<file path="src/rtl/load_store_unit.sv">
// RV32I load/store unit: turns MEM-stage load/store requests into word-aligned
// request/grant bus transactions, stalls the pipeline meanwhile, and returns extended load data.
module load_store_unit #(
    parameter int TIMEOUT = 255
) (
    input  logic        clk,
    input  logic        reset,
    input  logic        req_valid,
    input  logic        req_load,
    input  logic        req_store,
    input  logic [2:0]  funct3,
    input  logic [31:0] addr,
    input  logic [31:0] wdata,
    output logic        stall,
    output logic        load_valid,
    output logic [31:0] load_data,
    output logic        fault,
    output logic        bus_req,
    output logic        bus_we,
    output logic [31:0] bus_addr,
    output logic [3:0]  bus_be,
    output logic [31:0] bus_wdata,
    input  logic        bus_gnt,
    input  logic        bus_rvalid,
    input  logic [31:0] bus_rdata
);

    typedef enum logic [2:0] {IDLE, REQ, WAIT_R, RESP, FAULT} state_t;

    // Last WAIT_R counter value before giving up on the read.
    localparam logic [7:0] TIMEOUT_LAST = 8'(TIMEOUT - 1);

    state_t      state_r;
    logic [1:0]  off_r;
    logic [2:0]  f3_r;
    logic        is_store_r;
    logic [7:0]  cnt_r;
    logic        accept_s;
    logic        type_ok_s;
    logic        misaligned_s;
    logic        legal_s;

    function automatic logic [3:0] lane_be(input logic [2:0] f3, input logic [1:0] off);
        case (f3[1:0])
            2'b00:   lane_be = 4'b0001 << off;
            2'b01:   lane_be = 4'b0011 << off;
            default: lane_be = 4'b1111;
        endcase
    endfunction

    function automatic logic [31:0] lane_wdata(input logic [2:0] f3, input logic [31:0] wd);
        case (f3[1:0])
            2'b00:   lane_wdata = {4{wd[7:0]}};
            2'b01:   lane_wdata = {2{wd[15:0]}};
            default: lane_wdata = wd;
        endcase
    endfunction

    function automatic logic [31:0] extract(input logic [2:0] f3, input logic [1:0] off,
                                            input logic [31:0] rdata);
        logic [31:0] shifted;
        shifted = rdata >> {off, 3'b000};
        case (f3)
            3'b000:  extract = {{24{shifted[7]}}, shifted[7:0]};
            3'b001:  extract = {{16{shifted[15]}}, shifted[15:0]};
            3'b100:  extract = {24'd0, shifted[7:0]};
            3'b101:  extract = {16'd0, shifted[15:0]};
            default: extract = shifted;
        endcase
    endfunction

    assign accept_s = req_valid && (req_load || req_store);

    // Classify the IDLE request: type/size legality and natural alignment.
    always_comb begin
        type_ok_s    = 1'b0;
        misaligned_s = 1'b0;
        if (req_load && !req_store) begin
            case (funct3)
                3'b000, 3'b001, 3'b010, 3'b100, 3'b101: type_ok_s = 1'b1;
                default:                                type_ok_s = 1'b0;
            endcase
        end else if (req_store && !req_load) begin
            case (funct3)
                3'b000, 3'b001, 3'b010: type_ok_s = 1'b1;
                default:                type_ok_s = 1'b0;
            endcase
        end else begin
            type_ok_s = 1'b0;
        end
        case (funct3[1:0])
            2'b01:   misaligned_s = addr[0];
            2'b10:   misaligned_s = (addr[1:0] != 2'b00);
            default: misaligned_s = 1'b0;
        endcase
        legal_s = type_ok_s && !misaligned_s;
    end

    // Pipeline freeze: outstanding transaction, or a request being accepted this cycle.
    always_comb begin
        if ((state_r == REQ) || (state_r == WAIT_R)) begin
            stall = 1'b1;
        end else if (state_r == IDLE) begin
            stall = accept_s;
        end else begin
            stall = 1'b0;
        end
    end

    // Transaction FSM with registered bus and response outputs.
    always_ff @(posedge clk or posedge reset) begin
        if (reset) begin
            state_r    <= IDLE;
            off_r      <= 2'd0;
            f3_r       <= 3'd0;
            is_store_r <= 1'b0;
            cnt_r      <= 8'd0;
            bus_req    <= 1'b0;
            bus_we     <= 1'b0;
            bus_addr   <= 32'd0;
            bus_be     <= 4'd0;
            bus_wdata  <= 32'd0;
            load_valid <= 1'b0;
            load_data  <= 32'd0;
            fault      <= 1'b0;
        end else begin
            load_valid <= 1'b0;
            fault      <= 1'b0;
            case (state_r)
                IDLE: begin
                    if (accept_s) begin
                        if (legal_s) begin
                            off_r      <= addr[1:0];
                            f3_r       <= funct3;
                            is_store_r <= req_store;
                            bus_req    <= 1'b1;
                            bus_we     <= req_store;
                            bus_addr   <= {addr[31:2], 2'b00};
                            bus_be     <= lane_be(funct3, addr[1:0]);
                            bus_wdata  <= req_store ? lane_wdata(funct3, wdata) : 32'd0;
                            state_r    <= REQ;
                        end else begin
                            fault   <= 1'b1;
                            state_r <= FAULT;
                        end
                    end
                end
                REQ: begin
                    if (bus_gnt) begin
                        bus_req   <= 1'b0;
                        bus_we    <= 1'b0;
                        bus_addr  <= 32'd0;
                        bus_be    <= 4'd0;
                        bus_wdata <= 32'd0;
                        cnt_r     <= 8'd0;
                        state_r   <= is_store_r ? RESP : WAIT_R;
                    end
                end
                WAIT_R: begin
                    // rvalid takes priority over a timeout in the same cycle.
                    if (bus_rvalid) begin
                        load_data  <= extract(f3_r, off_r, bus_rdata);
                        load_valid <= 1'b1;
                        state_r    <= RESP;
                    end else if (cnt_r == TIMEOUT_LAST) begin
                        fault   <= 1'b1;
                        state_r <= FAULT;
                    end else begin
                        cnt_r <= cnt_r + 8'd1;
                    end
                end
                RESP:    state_r <= IDLE;
                FAULT:   state_r <= IDLE;
                default: state_r <= IDLE;
            endcase
        end
    end

endmodule

</file>
<file path="config.mk">
export PLATFORM = sky130hd
export DESIGN_NAME = load_store_unit
export DESIGN_NICKNAME = d
export VERILOG_FILES = /design/src/rtl/load_store_unit.sv
export SDC_FILE = /design/constraint.sdc
export NUM_CORES = 1
export LEC_CHECK = 0
export ABC_AREA = 0
export BUFFER_PORTS_ARGS = -buffer_cell sky130_fd_sc_hd__buf_2
export CORE_MARGIN = 2
export CORE_UTILIZATION = 35
export CTS_CLUSTER_DIAMETER = 80
export DETAILED_ROUTE_END_ITERATION = 6
export GPL_TIMING_DRIVEN = 0
export PLACE_DENSITY = 0.64
export SETUP_SLACK_MARGIN = 0.15
export SYNTH_ARGS = -nofsm -noshare
export SYNTH_HDL_FRONTEND = slang
export SYNTH_SLANG_ARGS = --single-unit
</file>
<file path="constraint.sdc">
create_clock -name clk -period 6.25 [get_ports clk]
set_input_delay 1.25 -clock clk [delete_from_list [all_inputs] [get_ports clk]]
set_output_delay 1.25 -clock clk [all_outputs]
set_load 0.05 [all_outputs]
</file>
Word-level counts from Yosys, hierarchy flattened:

Index checks and enable logic that the tools add are counted.

* flip-flop bits (word level): 121
* output and inout bits: 105
* logic and storage cells: 105

* add/subtract/negate cells: 1
* eq/ne operators: 18
* shift operators: 3
* muxes and demuxes: 47
* reduce and logical (&&, ||, !) cells: 23

Operators with widths (number)
* 32-bit 2-to-1 mux: 6
* 32-bit one-hot mux with 2 select lines: 3
* 32-bit one-hot mux with 4 select lines: 1
* 32-bit by 5-bit >> shifter with 32-bit output: 1
* 8-bit 2-to-1 mux: 3
* 1-bit 2-to-1 mux: 18
* 4-bit one-hot mux with 2 select lines: 2
* 8-bit one-hot mux with 2 select lines: 1
* 3-bit 2-to-1 mux: 5
* 3-bit equality test (second input constant): 4
* 4-bit 2-to-1 mux: 3
* 2-bit != test (second input constant): 5
* 3-bit by 1-bit equality test with 1-bit output (second input constant): 3
* 3-bit logical NOT: 3
* 3-bit one-hot mux with 3 select lines: 1
* 8-bit by 1-bit adder with 8-bit output (second input constant): 1
* 8-bit equality test (second input constant): 1
* 1-bit one-hot mux with 2 select lines: 4
* 4-bit AND reduction: 2
* 3-bit by 2-bit equality test with 1-bit output (second input constant): 2
* 3-bit AND reduction: 2
* 2-bit nonzero test: 3
* 5-bit OR reduction: 1
* 1-bit logical AND: 4
* other kinds (10): 13

Logic depth before layout (Yosys ltp):

Gate-level depths: netlist of the first run.

* depth in word-level cells: 9
* depth in mapped cells: 10
* mapped depth without buffers: 7

Worst setup path after synthesis of the first run:

No wires, ideal clock.

* kind: input-to-output
* start point: input port req_store
* end point: output port stall
* arrival: 2.778 ns
* data required time: 5.000 ns
* path slack: 2.222 ns
* cell stages on the path: 3
* path buffers: 0
* cells stage by stage: o21a_1 > nor3_1 > a211oi_1

* word-level cells in the longest chain between the ends: 4

RTL lines
* start, declared: RTL line 10 `input logic req_store,`
* 1-bit logical OR: RTL line 72 `assign accept_s = req_valid && (req_load || req_store);`
* 1-bit logical AND: RTL line 72
* 1-bit 2-to-1 mux: RTL line 103 `end else if (state_r == IDLE) begin`
* 1-bit 2-to-1 mux: RTL line 101 `if ((state_r == REQ) || (state_r == WAIT_R)) begin`
* end, declared: RTL line 14 `output logic stall,`

No other way between the ends.

Worst setup path after layout of the first run:

Same ends and word-level chain as after synthesis.

==> results of run 1 <==
==> cell families after synthesis <==
family | after synthesis | share of synthesized area (%)
adders and majority gates | 5 | 1.07
buffers and inverters | 52 | 3.83
and+or+nand+nor | 225 | 16.8
AOI/OAI and AO/OA | 110 | 12.6
xor gates and xnor gates | 4 | 0.600
other | 1 | 0.0642
muxes | 79 | 14.0
DFF | 119 | 51.0
==> state kept, by name (all words and copies together), names as in the netlist <==
name and flops:
bus_wdata 32, load_data 32, bus_addr 30, cnt_r 8, bus_be 4, f3_r 3, state_r 3, off_r 2
bus_req 1, bus_we 1, fault 1, is_store_r 1, load_valid 1
==> power groups by stage <==
stage | clock, mW | sequential, mW | combinational, mW
6_report | 0.940 | 1.28 | 2.16
2_1_floorplan | 0 | 2.30 | 0.602
4_1_cts | 0.961 | 1.28 | 2.18
5_1_grt | 0.997 | 1.32 | 2.30
3_5_place_dp | 0 | 1.28 | 2.18
3_3_place_gp | 0 | 1.28 | 2.15
==> worst max-delay path: stages <==
cell      delay [ns]
buf_2           0.12
o21a_1          0.29
nor3_1          0.08
a211oi_1        0.29
buf_2           0.33
==> routing by layer <==
layer / vias to the layer above / track usage (%) / wire length [um] / part of all wire, %
met5: - / 0 / 0 / 0
met4: 0 / 7.39 / 449 / 2.6
met3: 28 / 6.70 / 1430 / 8.2
met2: 220 / 31.8 / 7880 / 45
met1: 2430 / 25.7 / 7600 / 44
li1: 2532 / - / - / -
==> worst max-delay path by stage <==
| stage | endpoint | slack, ns | cells past startpoint |
|---|---|---|---|
| floorplan | bus_addr[10] | 1.84 | 1 |
| global placement | bus_wdata[8] | 0.26 | 2 |
| detailed placement | bus_wdata[14] | 2.51 | 9 |
| CTS | stall | 2.60 | 5 |
| global route | stall | 2.49 | 5 |
| finish | stall | 2.63 | 5 |
==> area by class of cell <==
class / instances / area, um2 / share of cell area (%)
Inverter: 9 / 38.8 / 0.499
Timing Repair Buffer: 209 / 1070 / 13.8
Sequential cell: 119 / 2980 / 38.3
Tap cell: 220 / 275 / 3.54
Clock buffer: 17 / 425 / 5.48
Clock inverter: 15 / 143 / 1.84
Antenna cell: 1 / 2.50 / 0.0322
Multi-Input combinational cell: 425 / 2650 / 34.1
Buffer: 43 / 190 / 2.45
==> synth_stat cells (3+ instances only) <==
master | count | area, um2
xnor2_1 | 3 | 26.3
a31o_2 | 3 | 26.3
buf_2 | 8 | 40.0
a22o_1 | 8 | 70.1
inv_1 | 8 | 30.0
nor3b_1 | 3 | 22.5
o2bb2ai_1 | 24 | 210
nor2b_1 | 4 | 25.0
mux2i_1 | 65 | 651
dfrtp_1 | 119 | 2980
buf_4 | 3 | 22.5
clkbuf_1 | 29 | 109
nand2_1 | 128 | 480
o21ai_0 | 19 | 95.1
ha_1 | 5 | 62.6
mux2_2 | 13 | 146
a21oi_1 | 40 | 200
nor2_1 | 32 | 120
nand3_1 | 36 | 180
nor3_1 | 4 | 20.0
nand3b_1 | 3 | 22.5
==> metrics by stage <==
stage / power [mW] / utilization (%) / hold slack (ns) / setup slack (ns)
after floorplan: 2.90 / - / 0.463 / 1.84
after global placement: 3.44 / 43.5 / 0.463 / 0.265
after detailed placement: 3.46 / 43.7 / 0.469 / 2.51
after CTS: 4.42 / 47.2 / 0.482 / 2.60
after global routing: 4.61 / 47.2 / 0.497 / 2.49
final: 4.38 / 47.2 / 0.481 / 2.63
==> run_results.csv, run 1 <==
group,metric,value,unit
run_status,status,"completed",
synth,yosys_warnings,0,
worst_hold_path,holdCritStartpoint,"load_data[3]",
sta,worst_slew_pin_slew,0.649,ns
sta,period_share,57.9,%
synth,avgSynthCellArea,9.82,um2
synth,ys.flop_type,"dfrtp_1",
sta,clock_skew,0.00748,ns
route,route.detailed.drc,0,
place,place_congestion,0.859,
synth,ys_seq_elements,119,
sta,rsz0062_at_grt,"no",
sta,final.setup.tns,0,ns
floorplan,core-area,16500,um2
synth,yosysUniqueCellTypes,49,
floorplan,initial_core_util,35.5,%
grt,grt_pass1_wl,27800,um
grt,grtUsageTotal,20.1,%
place,dp_hpwl,13100,um
power_and_ir_drop,swShare,49.9,%
clocking,ctsHoldBuffers,0,
synth,async_flop_share,100,%
floorplan,die-area,17700,um2
route,drt_pass1_iterations,4,
setup_path,rr_startpoint,"state_r[0]",
synth,syn_area,5840,um2
worst_hold_path,whs_path_depth,2,
setup_path,required,5.00,ns
sta,slew_viol_final,0,
power_and_ir_drop,power.density,564,nW/um2
cells_and_area,layout_common_cells,"buf_2, nand2_1, dfrtp_1",
floorplan,io_pins,211,
clocking,max-clock-path-buffers,2,
sta,period_minus_slack,3.62,ns
synth,syn_inst,595,
grt,grt_overflow_total,0,
cells_and_area,final_common_cell,"buf_2",
setup_path,cp-startpoint,"req_store",
power_and_ir_drop,intPower,2.19,mW
cells_and_area,syn_to_final_growth,32.9,%
cells_and_area,fin_cells,1058,
grt,grt_pass1_vias,5317,
clocking,clkTransAtPathRegs,0.06,ns
route,viasPerCell,4.92,
power_and_ir_drop,p_leak,4.24,nW
place,numPortBuffers,208,
route,drt_wl_total,17400,um
floorplan,chipWidth,133,um
place,dp_cells,1025,
job,maxCapViolations,0,
clocking,cts.sinks,119,
clocking,cts_tree,"done",
floorplan,row_count,47,
clocking,cts_resized,0,
sta,relSlewSlack,56.7,%
setup_path,worstReg2RegEnd,"bus_wdata[23]",
sta,setup_viol,0,
cells_and_area,num-nets-final,935,
clocking,cts_setup_buffers,0,
sta,fmaxAchievable,277,MHz
clocking,cts_buffers,17,
power_and_ir_drop,combPwrFrac,49.4,%
cells_and_area,nFillCells,1657,
setup_path,critPathLaunchType,"input pin",
setup_path,critPathMaxFanout,8,
floorplan,dieHeight,133,um
power_and_ir_drop,seqPwrFrac,29.2,%
worst_hold_path,min_to,"load_data[3]",
synth,synth-edff-count,0,
setup_path,crit_type,"in -> out",
route,dr_total_vias,5210,
place,detailed_place.area,7200,um2
power_and_ir_drop,clockPowerShare,21.4,%
worst_hold_path,hp-class,"reg -> reg",
setup_path,cp.arrival,2.37,ns
setup_path,r2r_cells,6,
clocking,ctsRootBufferMaster,"clkbuf_16",
clocking,clock_latency,0.41,ns
grt,grt_max_degree,96,
cells_and_area,postLayoutCellArea,7770,um2
sta,hold_viol,0,
power_and_ir_drop,ir_drop,0.297,mV
clocking,cts_max_level,4,
route,drtIter0Drc,283,
route,final_antenna_net_count,0,
synth,yosysSeqAreaShare,51.0,%
power_and_ir_drop,p_sw,2.19,mW
route,wl_per_cell,16.4,um
grt,antenna_found_initial,1,
cells_and_area,layout-drive-gt1-share,33.2,%
setup_path,cp-end-kind,"output port",
setup_path,reg2reg_slack,4.08,ns
Power figures use the tool's default switching activity.
==> inputs of run 2 (changes only) <==
- ABC_AREA: 0 -> 1
- PLACE_DENSITY: 0.64 -> 0.65
- clock period: 6.25 -> 2.9 ns (I/O delays scaled with it)
==> run 2 against run 1 <==
Effect of this change:
- synthesized area rose by 7.8%
- highest routed layer unchanged
- total power rose by 140%
- routed wire length rose by 12%
- sequential power rose by 120%
==> run_results.csv, run 2 <==
group,metric,value,unit
route,drtIter0Drc,514,
setup_path,critPathLaunchType,"input pin",
clocking,ctsRootBufferMaster,"clkbuf_16",
floorplan,chipWidth,138,um
route,met3_length,1570,um
cells_and_area,num_antenna_cells,0,
power_and_ir_drop,clockPowerShare,21.8,%
power_and_ir_drop,ir_drop,0.801,mV
setup_path,cp-end-kind,"output port",
setup_path,cp_top_family,"buffers and inverters",
grt,grt_pass1_wl,32200,um
synth,avgSynthCellArea,7.41,um2
sta,period_share,89.5,%
setup_path,rr_startpoint,"off_r[1]",
clocking,cts_buffers,17,
power_and_ir_drop,combPwrFrac,52.2,%
setup_path,critPathMaxFanout,10,
setup_path,crit_buf_inv,4,
clocking,max-clock-path-buffers,2,
job,maxCapViolations,0,
grt,grt_pass1_vias,6156,
synth,synth-edff-count,0,
synth,synth.most_common_cell,"nand2_1",
setup_path,path_cells,"buf_6, o21a_1, buf_2, clkbuf_1, nand2_1, nand3_1, buf_2",
power_and_ir_drop,p_leak,4.70,nW
synth,synthTopCellsByCount,"nand2_1, dfrtp_1, nand3_1",
sta,period_minus_slack,2.60,ns
grt,grt_overflow_total,0,
sta,fin_hold_ws,0.197,ns
route,dr_total_vias,6356,
route,wl_per_cell,14.7,um
cells_and_area,final-seq-area,2980,um2
clocking,cts.sinks,119,
cells_and_area,layout_common_cells,"nand2_1, buf_2, dfrtp_1",
route,dr.max_layer_used,"met4",
cells_and_area,syn_to_final_growth,32.9,%
sta,clock_skew,0.0171,ns
place,numPortBuffers,207,
route,drt-met1-wl,8830,um
setup_path,cp.arrival,2.02,ns
place,place_congestion,0.894,
clocking,cts_setup_buffers,0,
route,route.detailed.drc,0,
clocking,cts_resized,0,
power_and_ir_drop,power.density,1280,nW/um2
floorplan,core-area,17800,um2
synth,yosysTopAreaCellShare,47.3,%
grt,grtUsageTotal,20.8,%
synth,syn_area,6300,um2
synth,ys_seq_elements,119,
synth,syn_inst,850,
setup_path,required,2.32,ns
route,drt_wl_total,19400,um
floorplan,dieHeight,138,um
power_and_ir_drop,seqPwrFrac,26.0,%
grt,grt_max_degree,29,
grt,antenna_found_initial,0,
setup_path,crit_path_top_delay_cell,"clkbuf_1",
sta,slew_viol_final,0,
route,viasPerCell,4.80,
cells_and_area,final_common_cell,"nand2_1",
place,detailed_place.area,7720,um2
setup_path,cp-startpoint,"req_store",
clocking,cts_max_level,4,
sta,hold_viol,0,
route,drt_pass1_iterations,7,
cells_and_area,reg_top3,"bus_wdata: 32 flops, load_data: 32 flops, bus_addr: 30 flops",
synth,yosysUniqueCellTypes,34,
power_and_ir_drop,intPower,5.20,mW
clocking,cts_tree,"done",
clocking,ctsHoldBuffers,0,
clocking,clock_latency,0.42,ns
sta,relSlewSlack,62.3,%
synth,ys.flop_type,"dfrtp_1",
floorplan,io_pins,211,
setup_path,crit_path_frequent_cell,"buf_2",
cells_and_area,nFillCells,1872,
synth,yosysSeqAreaShare,47.3,%
route,final_antenna_net_count,0,
floorplan,die-area,19100,um2
cells_and_area,postLayoutCellArea,8370,um2
setup_path,cp_slowest_stage_delay,0.45,ns
sta,worst_slew_pin_slew,0.566,ns
cells_and_area,num-nets-final,1192,
clocking,clkTransAtPathRegs,0.06,ns
place,dp_hpwl,14900,um
floorplan,row_count,49,
power_and_ir_drop,swShare,51.5,%
synth,yosys_warnings,0,
sta,fmaxAchievable,385,MHz
cells_and_area,multi_input_area,2800,um2
synth,synth_area_leader_cell,"dfrtp_1",
floorplan,initial_core_util,35.3,%
sta,setup_viol,0,
setup_path,crit_type,"in -> out",
synth,synth.area.top_cells,"dfrtp_1, nand2_1, nand3_1",
route,route.met2.wl,8750,um
run_status,status,"completed",
worst_hold_path,hp-class,"in -> async",
cells_and_area,layout-drive-gt1-share,26.5,%
power_and_ir_drop,p_sw,5.52,mW
synth,async_flop_share,100,%
sta,rsz0062_at_grt,"no",
[run 2: changes by cell type after synthesis, moves of 6 or more]
cell	delta
or2_1	+6
nor2_1	+10
nor3_1	+20
nand2_1	+179
nand3_1	+78
a22o_1	-8
o211ai_1	+19
o21ai_0	+34
inv_1	+50
mux2_2	-13
a21oi_1	-27
mux2i_1	-65
o2bb2ai_1	-24
buf_2	+13
[run 2: kinds of logic (layout without fill, tap and decap cells)]
logic type / Yosys count / after routing / synth area share (%)
flops: 119 / 119 / 47.3
compound gates: 92 / 92 / 8.30
buf+inv: 119 / 362 / 8.34
fa+ha+maj: 5 / 5 / 0.993
simple gates: 508 / 508 / 34.2
other cells: 1 / 2 / 0.0595
xor+xnor: 6 / 6 / 0.834
[run 2: path summary, 6_finish.rpt]
path / end / depth (start not counted) / slack (ns)
worst max-delay path: stall / 7 / 0.30
worst min-delay path: load_data[4] / 2 / 0.20
worst max register to register: load_data[16] / 8 / 1.04
worst min register to register: bus_addr[9] / 2 / 0.47
max in group asynchronous: bus_addr[30] / 4 / 1.98
min in group clk: bus_addr[24] / 3 / 0.39
[run 2: through the flow]
stage / setup TNS, ns / util [%] / power, mW / worst slack (ns) / cells
2_1_floorplan: 0 / - / 6.96 / 0.661 / 851
3_3_place_gp: -2.99 / 42.8 / 8.34 / -0.0388 / 1287
3_5_place_dp: 0 / 43.3 / 8.40 / 0.296 / 1291
4_1_cts: 0 / 46.9 / 10.8 / 0.291 / 1323
5_1_grt: 0 / 46.9 / 11.4 / 0.175 / 1323
6_report: 0 / 46.9 / 10.7 / 0.304 / 1323
[run 2: routing by layer]
metal	GRT usage [%]	vias up
li1	-	3192
met1	29.0	2867
met2	32.2	277
met3	5.33	20
met4	6.12	0
met5	0	-
[run 2: worst reg2reg max path: stages, from the launching register on]
cell,delay [ns]
dfrtp_1,0.32
buf_2,0.18
clkinv_1,0.26
o21a_1,0.30
nand2_1,0.17
buf_2,0.27
nand3_1,0.10
o21ai_0,0.08
inv_1,0.06
[run 2: area by class of cell]
cell class	count	share of cell area (%)
well taps	229	3.42
multi-input cells	613	33.5
inverters	64	2.91
repair buffers	211	13.4
plain buffers	55	3.41
flip-flops and latches	119	35.6
clock inverters	12	2.24
clock buffers	20	5.57
[run 2: power groups by stage]
| stage | clock network (mW) | registers [mW] | logic, mW |
|---|---|---|---|
| 3_5_place_dp | 0 | 2.80 | 5.60 |
| 5_1_grt | 2.47 | 2.89 | 6.04 |
| 3_3_place_gp | 0 | 2.79 | 5.55 |
| 6_report | 2.34 | 2.78 | 5.59 |
| 4_1_cts | 2.40 | 2.79 | 5.61 |
| 2_1_floorplan | 0 | 5.07 | 1.89 |
